<file path="src/rtl/uio_bus_arbiter.sv">
// Two-requester arbiter for a shared bidirectional 8-bit uio pad bus.
// Define UIO_ARB_FIXED_PRIO_EN for fixed priority (A over B); default is round-robin.
module uio_bus_arbiter #(
  parameter int TURN_CYCLES = 1
) (
  input  logic       clk,
  input  logic       rst,
  input  logic       a_req,
  input  logic       a_we,
  input  logic [7:0] a_wdata,
  output logic       a_gnt,
  output logic       a_done,
  input  logic       b_req,
  input  logic       b_we,
  input  logic [7:0] b_wdata,
  output logic       b_gnt,
  output logic       b_done,
  output logic [7:0] rdata,
  input  logic [7:0] uio_in,
  output logic [7:0] uio_out,
  output logic [7:0] uio_oe,
  output logic       bus_stb,
  output logic       busy
);

  typedef enum logic [1:0] {
    S_IDLE,
    S_TURN,
    S_XFER,
    S_DONE
  } state_t;

  localparam logic [1:0] LP_TURN_LAST = 2'(TURN_CYCLES - 1);

  state_t     r_state;
  logic       r_dir;
  logic       r_we;
  logic       r_sel_b;
  logic [7:0] r_wdata;
  logic [1:0] r_cnt;
  logic [7:0] r_oe;
  logic [7:0] r_out;
  logic [7:0] r_rdata;
  logic       r_a_gnt;
  logic       r_b_gnt;
  logic       r_a_done;
  logic       r_b_done;
  logic       r_stb;

  logic       w_pick_a;
  logic       w_pick_b;
  logic       w_we;
  logic [7:0] w_wdata;

`ifdef UIO_ARB_FIXED_PRIO_EN
  // A always wins a contested cycle
  always_comb begin
    w_pick_a = a_req;
    w_pick_b = b_req & ~a_req;
  end
`else
  logic r_last_b;

  // Contested cycle goes to whoever was not served last
  always_comb begin
    w_pick_a = a_req & (~b_req | r_last_b);
    w_pick_b = b_req & (~a_req | ~r_last_b);
  end

  // Last-served pointer, cleared to B so A wins first after reset
  always_ff @(posedge clk) begin
    if (rst) begin
      r_last_b <= 1'b1;
    end else if (r_state == S_IDLE) begin
      if (w_pick_a) begin
        r_last_b <= 1'b0;
      end else if (w_pick_b) begin
        r_last_b <= 1'b1;
      end
    end
  end
`endif

  // Operation of the winner about to be latched
  always_comb begin
    w_we    = w_pick_b ? b_we : a_we;
    w_wdata = w_pick_b ? b_wdata : a_wdata;
  end

  // Main FSM; every output is registered on entry to its state
  always_ff @(posedge clk) begin
    if (rst) begin
      r_state  <= S_IDLE;
      r_dir    <= 1'b0;
      r_we     <= 1'b0;
      r_sel_b  <= 1'b0;
      r_wdata  <= 8'h00;
      r_cnt    <= 2'd0;
      r_oe     <= 8'h00;
      r_out    <= 8'h00;
      r_rdata  <= 8'h00;
      r_a_gnt  <= 1'b0;
      r_b_gnt  <= 1'b0;
      r_a_done <= 1'b0;
      r_b_done <= 1'b0;
      r_stb    <= 1'b0;
    end else begin
      unique case (r_state)
        S_IDLE: begin
          if (w_pick_a | w_pick_b) begin
            r_sel_b <= w_pick_b;
            r_we    <= w_we;
            r_wdata <= w_wdata;
            r_a_gnt <= w_pick_a;
            r_b_gnt <= w_pick_b;
            if (r_dir != w_we) begin
              r_state <= S_TURN;
              r_cnt   <= 2'd0;
              r_oe    <= 8'h00;
            end else begin
              r_state <= S_XFER;
              r_stb   <= 1'b1;
              r_dir   <= w_we;
              if (w_we) begin
                r_oe  <= 8'hFF;
                r_out <= w_wdata;
              end else begin
                r_oe  <= 8'h00;
              end
            end
          end
        end
        S_TURN: begin
          if (r_cnt == LP_TURN_LAST) begin
            r_state <= S_XFER;
            r_stb   <= 1'b1;
            r_dir   <= r_we;
            if (r_we) begin
              r_oe  <= 8'hFF;
              r_out <= r_wdata;
            end else begin
              r_oe  <= 8'h00;
            end
          end else begin
            r_cnt <= r_cnt + 2'd1;
          end
        end
        S_XFER: begin
          r_state  <= S_DONE;
          r_stb    <= 1'b0;
          r_a_done <= ~r_sel_b;
          r_b_done <= r_sel_b;
          if (!r_we) begin
            r_rdata <= uio_in;
          end
        end
        S_DONE: begin
          r_state  <= S_IDLE;
          r_a_gnt  <= 1'b0;
          r_b_gnt  <= 1'b0;
          r_a_done <= 1'b0;
          r_b_done <= 1'b0;
        end
        default: begin
          r_state <= S_IDLE;
        end
      endcase
    end
  end

  assign a_gnt   = r_a_gnt;
  assign b_gnt   = r_b_gnt;
  assign a_done  = r_a_done;
  assign b_done  = r_b_done;
  assign rdata   = r_rdata;
  assign uio_out = r_out;
  assign uio_oe  = r_oe;
  assign bus_stb = r_stb;
  assign busy    = (r_state != S_IDLE);

endmodule

</file>
<file path="config.mk">
export PLATFORM = sky130hd
export DESIGN_NAME = uio_bus_arbiter
export DESIGN_NICKNAME = d
export VERILOG_FILES = /design/src/rtl/uio_bus_arbiter.sv
export SDC_FILE = /design/constraint.sdc
export NUM_CORES = 1
export LEC_CHECK = 0
export ABC_CLOCK_PERIOD_IN_PS = 3300
export CORE_UTILIZATION = 30
export CTS_CLUSTER_DIAMETER = 200
export CTS_CLUSTER_SIZE = 25
export DETAILED_ROUTE_END_ITERATION = 16
export PLACE_DENSITY_LB_ADDON = 0.25
export SETUP_SLACK_MARGIN = 0.5
export SYNTH_ARGS = -nofsm -noshare
export SYNTH_HDL_FRONTEND = slang
export SYNTH_SLANG_ARGS = --single-unit
</file>
<file path="constraint.sdc">
create_clock -name clk -period 3.3 [get_ports clk]
set_input_delay 0.99 -clock clk [delete_from_list [all_inputs] [get_ports clk]]
set_output_delay 0.99 -clock clk [all_outputs]
set_load 0.005 [all_outputs]
</file>
==> reports/qor.yml, run 1 <==
power_and_ir_drop:
  power_switching_mw: 0.491
  pwr-share-clk_pct: 25.6
  irDropWorstVdd_uv: 233
  p_int_mw: 1.08
  total_power_mw: 1.57
  netSwitchingFraction_pct: 31.3
  seq_power_share_pct: 37.5
  powerDensity_nw_per_um2: 605
  pwr-share-comb_pct: 36.9
  p_leak_nw: 1.02
yosys:
  ys_seq_area_share_pct: 41.7
  synth_cells: 201
  postSynth.asyncResetShare_pct: 0
  synth-edff-count: 0
  avgSynthCellArea_sq_um: 9.07
  yosysTopAreaCell: "dfxtp_1"
  yosysUniqueCellTypes: 40
  syn-cell-area_sq_um: 1820
  synth_seq_cells: 38
  synth_top_area_share_pct: 41.7
  synthTopCellsByArea: "dfxtp_1 (42%), mux2i_1 (14%), nor2_1 (7.4%)"
  synth.net_count: 237
  synthFlopType: "dfxtp_1"
  yosysWarnings: 0
clock_network:
  cts_max_level: 2
  clockRootBuffer: "clkbuf_8"
  cts_tree: "built"
  numCtsBuffers: 5
  clock_sinks: 38
  cts_max_path_buffers: 2
  clock_latency_ps: 290
  clk_pin_slew_ps: 80
placement:
  portBuffers: 59
  dp_hpwl_um: 2880
  gp_congestion: 0.786
worst_setup_path:
  ff2ff_setup_slack_ps: 1130
  crit_slowest_cell: "clkdlybuf4s50_1"
  cp.arrival_ps: 1530
  critPathRequiredTime_ps: 2310
  critPathLaunchType: "register"
  r2r_cells: 7
  critPathMaxStageDelay_ps: 500
  worstReg2RegStart: "r_state[1]"
  path_cells: "inv_1 -> ha_1 -> clkinv_1 -> clkdlybuf4s50_1"
  path_class: "register to primary output"
  worstReg2RegEnd: "r_dir"
  crit_buf_inv: 3
  crit_fanout: 4
  worst_setup_path_end_kind: "primary output"
  critical_path.top_delay_family: "buffers and inverters"
die:
  die_x_um: 80.0
  ioPinCount: 60
  row_count: 28
  start_util_pct: 31.0
  fp.dieH_um: 80.0
  die_area_sq_um: 6390
  core_sq_um: 5890
final_layout:
  mostFrequentLayoutCells: "clkdlybuf4s50_1 (57), dfxtp_1 (38), nor2_1 (36), mux2i_1 (26), nand2_1 (13)"
  layout-drive-gt1-share_pct: 8.91
  syn2layout_area_growth_pct: 41.9
  fill_cells: 613
  n_antenna_cell: 0
  final_common_cell: "clkdlybuf4s50_1"
  final_nets: 293
run:
  maxCapViolations: 0
hold_path:
  hold_path_end: "r_cnt[1]"
  hold_start: "r_cnt[1]"
  hold_path_depth: 2
  hold_path_class: "register to register"
sta:
  fmax_ghz: 0.396
  clock_skew_ps: 3.73
  rsz0062_at_grt: "no"
  post-route-period-util_pct: 76.5
  finalSetupViolations: 0
  slew_violations: 0
  hold_violations: 0
  setup_tns_ps: 0
  layout_min_cycle_time_ps: 2520
  max_slew.worst_pin.slew_ps: 1010
  relSlewSlack_pct: 32.2
global_routing:
  grtUsageTotal_pct: 13.7
  grt_pass1_wl_um: 6710
  grt_pass1_vias: 1439
  grt_max_degree: 23
  antenna_found_initial: 0
  grt_overflow: 0
drt:
  drt-pass1-iter-count: 4
  vias_per_cell: 4.75
  post-route-drc-count: 0
  ant_nets: 0
  routedWlPerCell_um: 12.2
  routed_wl_um: 4060
  drt_iter0_drc: 76
  vias: 1581
outcome:
  status: "complete, no violations"
==> final cells by class <==
cell class | instances | area (sq um) | area share [%]
multi-input combinational | 136 | 930 | 35.9
sequential | 38 | 761 | 29.4
timing repair buffer | 67 | 656 | 25.3
tap | 75 | 93.8 | 3.63
clock buffer | 5 | 68.8 | 2.66
clock inverter | 3 | 45.0 | 1.74
inverter | 9 | 33.8 | 1.31
==> worst min-delay path, delay by kind of cell (launching register included) <==
| kind | cells | cell delay, ps |
|---|---|---|
| buffers and inverters | 1 | 60 |
| DFF | 1 | 300 |
| AOI/OAI and AO/OA | 1 | 80 |
==> worst max path at each step <==
stage               startpoint  endpoint  slack [ps]  cells past startpoint
finish              r_state[0]      busy         780                      4
global route        r_state[0]      busy         690                      4
CTS                      b_req   bus_stb         550                      8
detailed placement       b_req   bus_stb         250                      8
global placement         b_req   bus_stb         310                      8
floorplan                b_req   bus_stb         920                      7
==> sequential cells by signal, indices dropped and copies added, names as in the netlist <==
| name | flops |
|---|---|
| bus_stb | 1 |
| b_done | 1 |
| uio_oe | 1 |
| rdata | 8 |
| r_last_b | 1 |
| r_wdata | 8 |
| r_dir | 1 |
| r_cnt | 2 |
| uio_out | 8 |
| a_done | 1 |
| a_gnt | 1 |
| r_we | 1 |
| r_state | 2 |
| b_gnt | 1 |
| r_sel_b | 1 |
==> layer usage <==
layer,vias to the layer above,global-route usage (%),routed length (um),part of all wire [%]
met3,5,3.20,167,4.1
met1,733,17.2,1950,48
li1,810,-,-,-
met5,-,0,0,0
met4,0,5.89,58,1.4
met2,33,22.3,1880,46
==> kinds of logic after synthesis <==
| kind of cell | Yosys count | synth area share, % |
|---|---|---|
| buffers and inverters | 27 | 7.69 |
| xor gates and xnor gates | 1 | 0.892 |
| DFF | 38 | 41.7 |
| and+or+nand+nor | 62 | 14.6 |
| adders and majority gates | 6 | 4.12 |
| muxes | 27 | 15.0 |
| AOI/OAI and AO/OA | 40 | 15.9 |
==> power by group through the flow <==
stage	Sequential [mW]	Combinational, mW	Clock (mW)
after floorplan	0.593	0.362	0
final	0.588	0.577	0.401
after CTS	0.588	0.582	0.415
after global routing	0.600	0.635	0.437
after detailed placement	0.598	0.581	0
after global placement	0.595	0.580	0
==> synthesized netlist by cell type (2+ instances only) <==
cell / instances
a22oi_1: 2
nand2_1: 13
a211oi_1: 11
mux2i_1: 26
dfxtp_1: 38
nor2b_1: 2
nand2b_1: 2
o32ai_1: 2
clkbuf_1: 6
buf_4: 7
nor2_1: 36
buf_2: 4
o22ai_1: 2
nor3_1: 3
ha_1: 6
inv_1: 7
a21oi_1: 3
o21ai_0: 9
==> repair_timing <==
action                     4_1_cts  5_1_grt
gates resized for setup          0        3
hold buffers                     0        0
buffers inserted                 0        0
setup endpoints to repair        0        1
==> metrics by stage <==
| stage | cells | hold slack, ps | utilization, % | area [sq um] | worst slack (ps) |
|---|---|---|---|---|---|
| floorplan | 201 | 464 | - | 1820 | 920 |
| global placement | 325 | 475 | 41.8 | 2460 | 312 |
| CTS | 333 | 495 | 43.8 | 2570 | 551 |
| finish | 333 | 489 | 44.0 | 2590 | 776 |
| detailed placement | 325 | 482 | 41.8 | 2460 | 249 |
| global route | 333 | 516 | 44.0 | 2590 | 688 |
No activity file was read; power rests on OpenSTA's default activity.
==> inputs of run 2 (changes only) <==
--- a/config.mk
+++ b/config.mk
@@ -5,7 +5,7 @@
 export SDC_FILE = /design/constraint.sdc
 export NUM_CORES = 1
 export LEC_CHECK = 0
-export ABC_CLOCK_PERIOD_IN_PS = 3300
+export ABC_CLOCK_PERIOD_IN_PS = 2350
 export CORE_UTILIZATION = 30
 export CTS_CLUSTER_DIAMETER = 200
 export CTS_CLUSTER_SIZE = 25
==> constraint.sdc (replaced) <==
create_clock -name clk -period 2.35 [get_ports clk]
set_input_delay 0.705 -clock clk [delete_from_list [all_inputs] [get_ports clk]]
set_output_delay 0.705 -clock clk [all_outputs]
set_load 0.005 [all_outputs]
==> reports/qor.yml, run 2 (synthesis results as in run 1) <==
outcome:
  status: "complete, no violations"
clock_network:
  cts_max_level: 2  # unchanged
  clock_sinks: 38  # unchanged
  numCtsBuffers: 5  # unchanged
  clk_pin_slew_ps: 70  # about the same
  cts_max_path_buffers: 2  # unchanged
  clockRootBuffer: "clkbuf_8"
  cts_tree: "built"
  holdBufCountCts: 0  # unchanged
  clock_latency_ps: 290  # about the same
final_layout:
  syn2layout_area_growth_pct: 54.1
  regArea_sq_um: 771  # +1.3%
  fin_area_sq_um: 2810  # +8.6%
  layout-drive-gt1-share_pct: 20.3  # +11 points
  final_nets: 311  # +6.1%
  multi_input_area_sq_um: 977  # +5.1%
  n_antenna_cell: 0  # unchanged
  final_common_cell: "nor2_1"
  fin_util_pct: 47.7  # +3.8 points
  mostFrequentLayoutCells: "nor2_1 (35), dfxtp_1 (32), clkdlybuf4s50_1 (32), mux2i_1 (26), buf_4 (23)"
  fill_cells: 601  # -2.0%
drt:
  wl_met1_um: 2070  # +6.2%
  vias_per_cell: 4.71  # -0.81%
  post-route-drc-count: 0  # unchanged
  routed_wl_um: 4390  # +8.1%
  top_layer_used: "met4"
  drt_iter0_drc: 62  # -18%
  drt-pass1-iter-count: 4  # unchanged
  route.met3.wl_um: 222  # +33%
  routedWlPerCell_um: 12.5  # +2.6%
  ant_nets: 0  # unchanged
  wl_met2_um: 2060  # +9.4%
  vias: 1653  # +4.6%
power_and_ir_drop:
  power_switching_mw: 0.711  # +45%
  netSwitchingFraction_pct: 30.7  # -0.62 points
  seq_power_share_pct: 35.8  # -1.7 points
  irDropWorstVdd_uv: 271  # +16%
  p_leak_nw: 1.36  # +34%
  powerDensity_nw_per_um2: 825  # +36%
  p_int_mw: 1.61  # +49%
  pwr-share-comb_pct: 40.8  # +3.9 points
  pwr-share-clk_pct: 23.4  # -2.2 points
die:
  die_area_sq_um: 6390  # unchanged
  core_sq_um: 5890  # unchanged
  ioPinCount: 60  # unchanged
  row_count: 28  # unchanged
  start_util_pct: 31.0  # unchanged
  die_x_um: 80.0  # unchanged
  fp.dieH_um: 80.0  # unchanged
sta:
  fmax_ghz: 0.529
  fin_ws_ps: 459  # -317 ps
  post-route-period-util_pct: 80.5
  setup_tns_ps: 0  # unchanged
  finalSetupViolations: 0  # unchanged
  rsz0062_at_grt: "yes"
  clock_skew_ps: 1.97  # -1.77 ps
  max_slew.worst_pin.slew_ps: 369  # -646 ps
  hold_violations: 0  # unchanged
  slew_violations: 0  # unchanged
  relSlewSlack_pct: 75.3  # +43 points
  layout_min_cycle_time_ps: 1890
hold_path:
  hold_path_class: "register to register"
worst_setup_path:
  worst_setup_path_end_kind: "primary output"
  crit_buf_inv: 1  # -2
  cp.arrival_ps: 1190  # -340 ps
  critPathRequiredTime_ps: 1640  # -670 ps
  critPathLaunchType: "register"
  path_class: "register to primary output"
  path_cells: "clkdlybuf4s50_1"
  critPathMaxStageDelay_ps: 510  # about the same
  crit_fanout: 9  # +5
  critical_path.top_delay_family: "buffers and inverters"
  crit_slowest_cell: "clkdlybuf4s50_1"
global_routing:
  grt_max_degree: 19  # -17%
  grt_pass1_wl_um: 7210  # +7.5%
  grt_pass1_vias: 1537  # +6.8%
  grtUsageTotal_pct: 14.7  # +1.0 points
  grt_overflow: 0  # unchanged
  antenna_found_initial: 0  # unchanged
placement:
  portBuffers: 59  # unchanged
  dp_slack_ps: -176  # -426 ps
  dp_hpwl_um: 3090  # +7.3%
  dpl-instance-area_sq_um: 2590  # +5.4%
  gp_congestion: 0.753  # -4.2%
run:
  maxCapViolations: 0  # unchanged
-- run 2: cell count changes in the layout (fill, tap and decap cells not counted), moves of 3 or more --
cell,delta
buf_4,+15
buf_6,+3
clkdlybuf4s50_1,-25
dfxtp_1,-6
dfxtp_2,+5
dlygate4sd2_1,+12
dlymetal6s2s_1,+10
ha_1,-3
-- run 2: repair_timing --
action,CTS,global route
pin swaps,8,5
resized for setup,37,17
buffers inserted,5,2
setup endpoints to repair,38,29
gates cloned,0,0
-- run 2: worst register-to-register path: cells and delay by family, from the launching register on --
family	cells	cell delay, ps
buf+inv	3	330
compound gates	2	300
mux	1	180
flops	1	330
simple gates	2	440
fa+ha+maj	1	140
-- run 2: final timing paths --
check	from	endpoint	slack (ps)	depth (start not counted)
min	rdata[2]	rdata[2]	490	2
min reg2reg	rdata[2]	rdata[2]	490	2
max	uio_oe[6]	uio_oe[4]	460	1
max reg2reg	r_state[0]	uio_out[1]	530	9
-- run 2: area by class of cell --
| class | count | share of cell area [%] |
|---|---|---|
| inverter | 9 | 1.20 |
| clock buffer | 7 | 2.72 |
| tap | 75 | 3.34 |
| clock inverter | 1 | 1.07 |
| multi-input combinational | 136 | 34.8 |
| timing repair buffer | 85 | 29.4 |
| sequential | 38 | 27.4 |
-- run 2: per-layer routing --
metal	up-vias	global-route usage, %
met5	-	0
li1	843	-
met2	44	23.8
met4	0	4.82
met3	5	4.57
met1	761	18.6
-- run 2: power groups by stage --
stage	sequential [mW]	clock, mW	combinational (mW)
after CTS	0.829	0.563	0.938
after global routing	0.843	0.589	1.04
after floorplan	0.834	0	0.516
after global placement	0.839	0	0.892
final	0.829	0.542	0.945
after detailed placement	0.841	0	0.902
-- run 2: through the flow --
stage | power [mW] | instances | hold WS (ps)
after global placement | 1.73 | 336 | 474
final | 2.32 | 351 | 491
after detailed placement | 1.74 | 336 | 480
after global routing | 2.48 | 351 | 521
after CTS | 2.33 | 349 | 500
after floorplan | 1.35 | 201 | 464
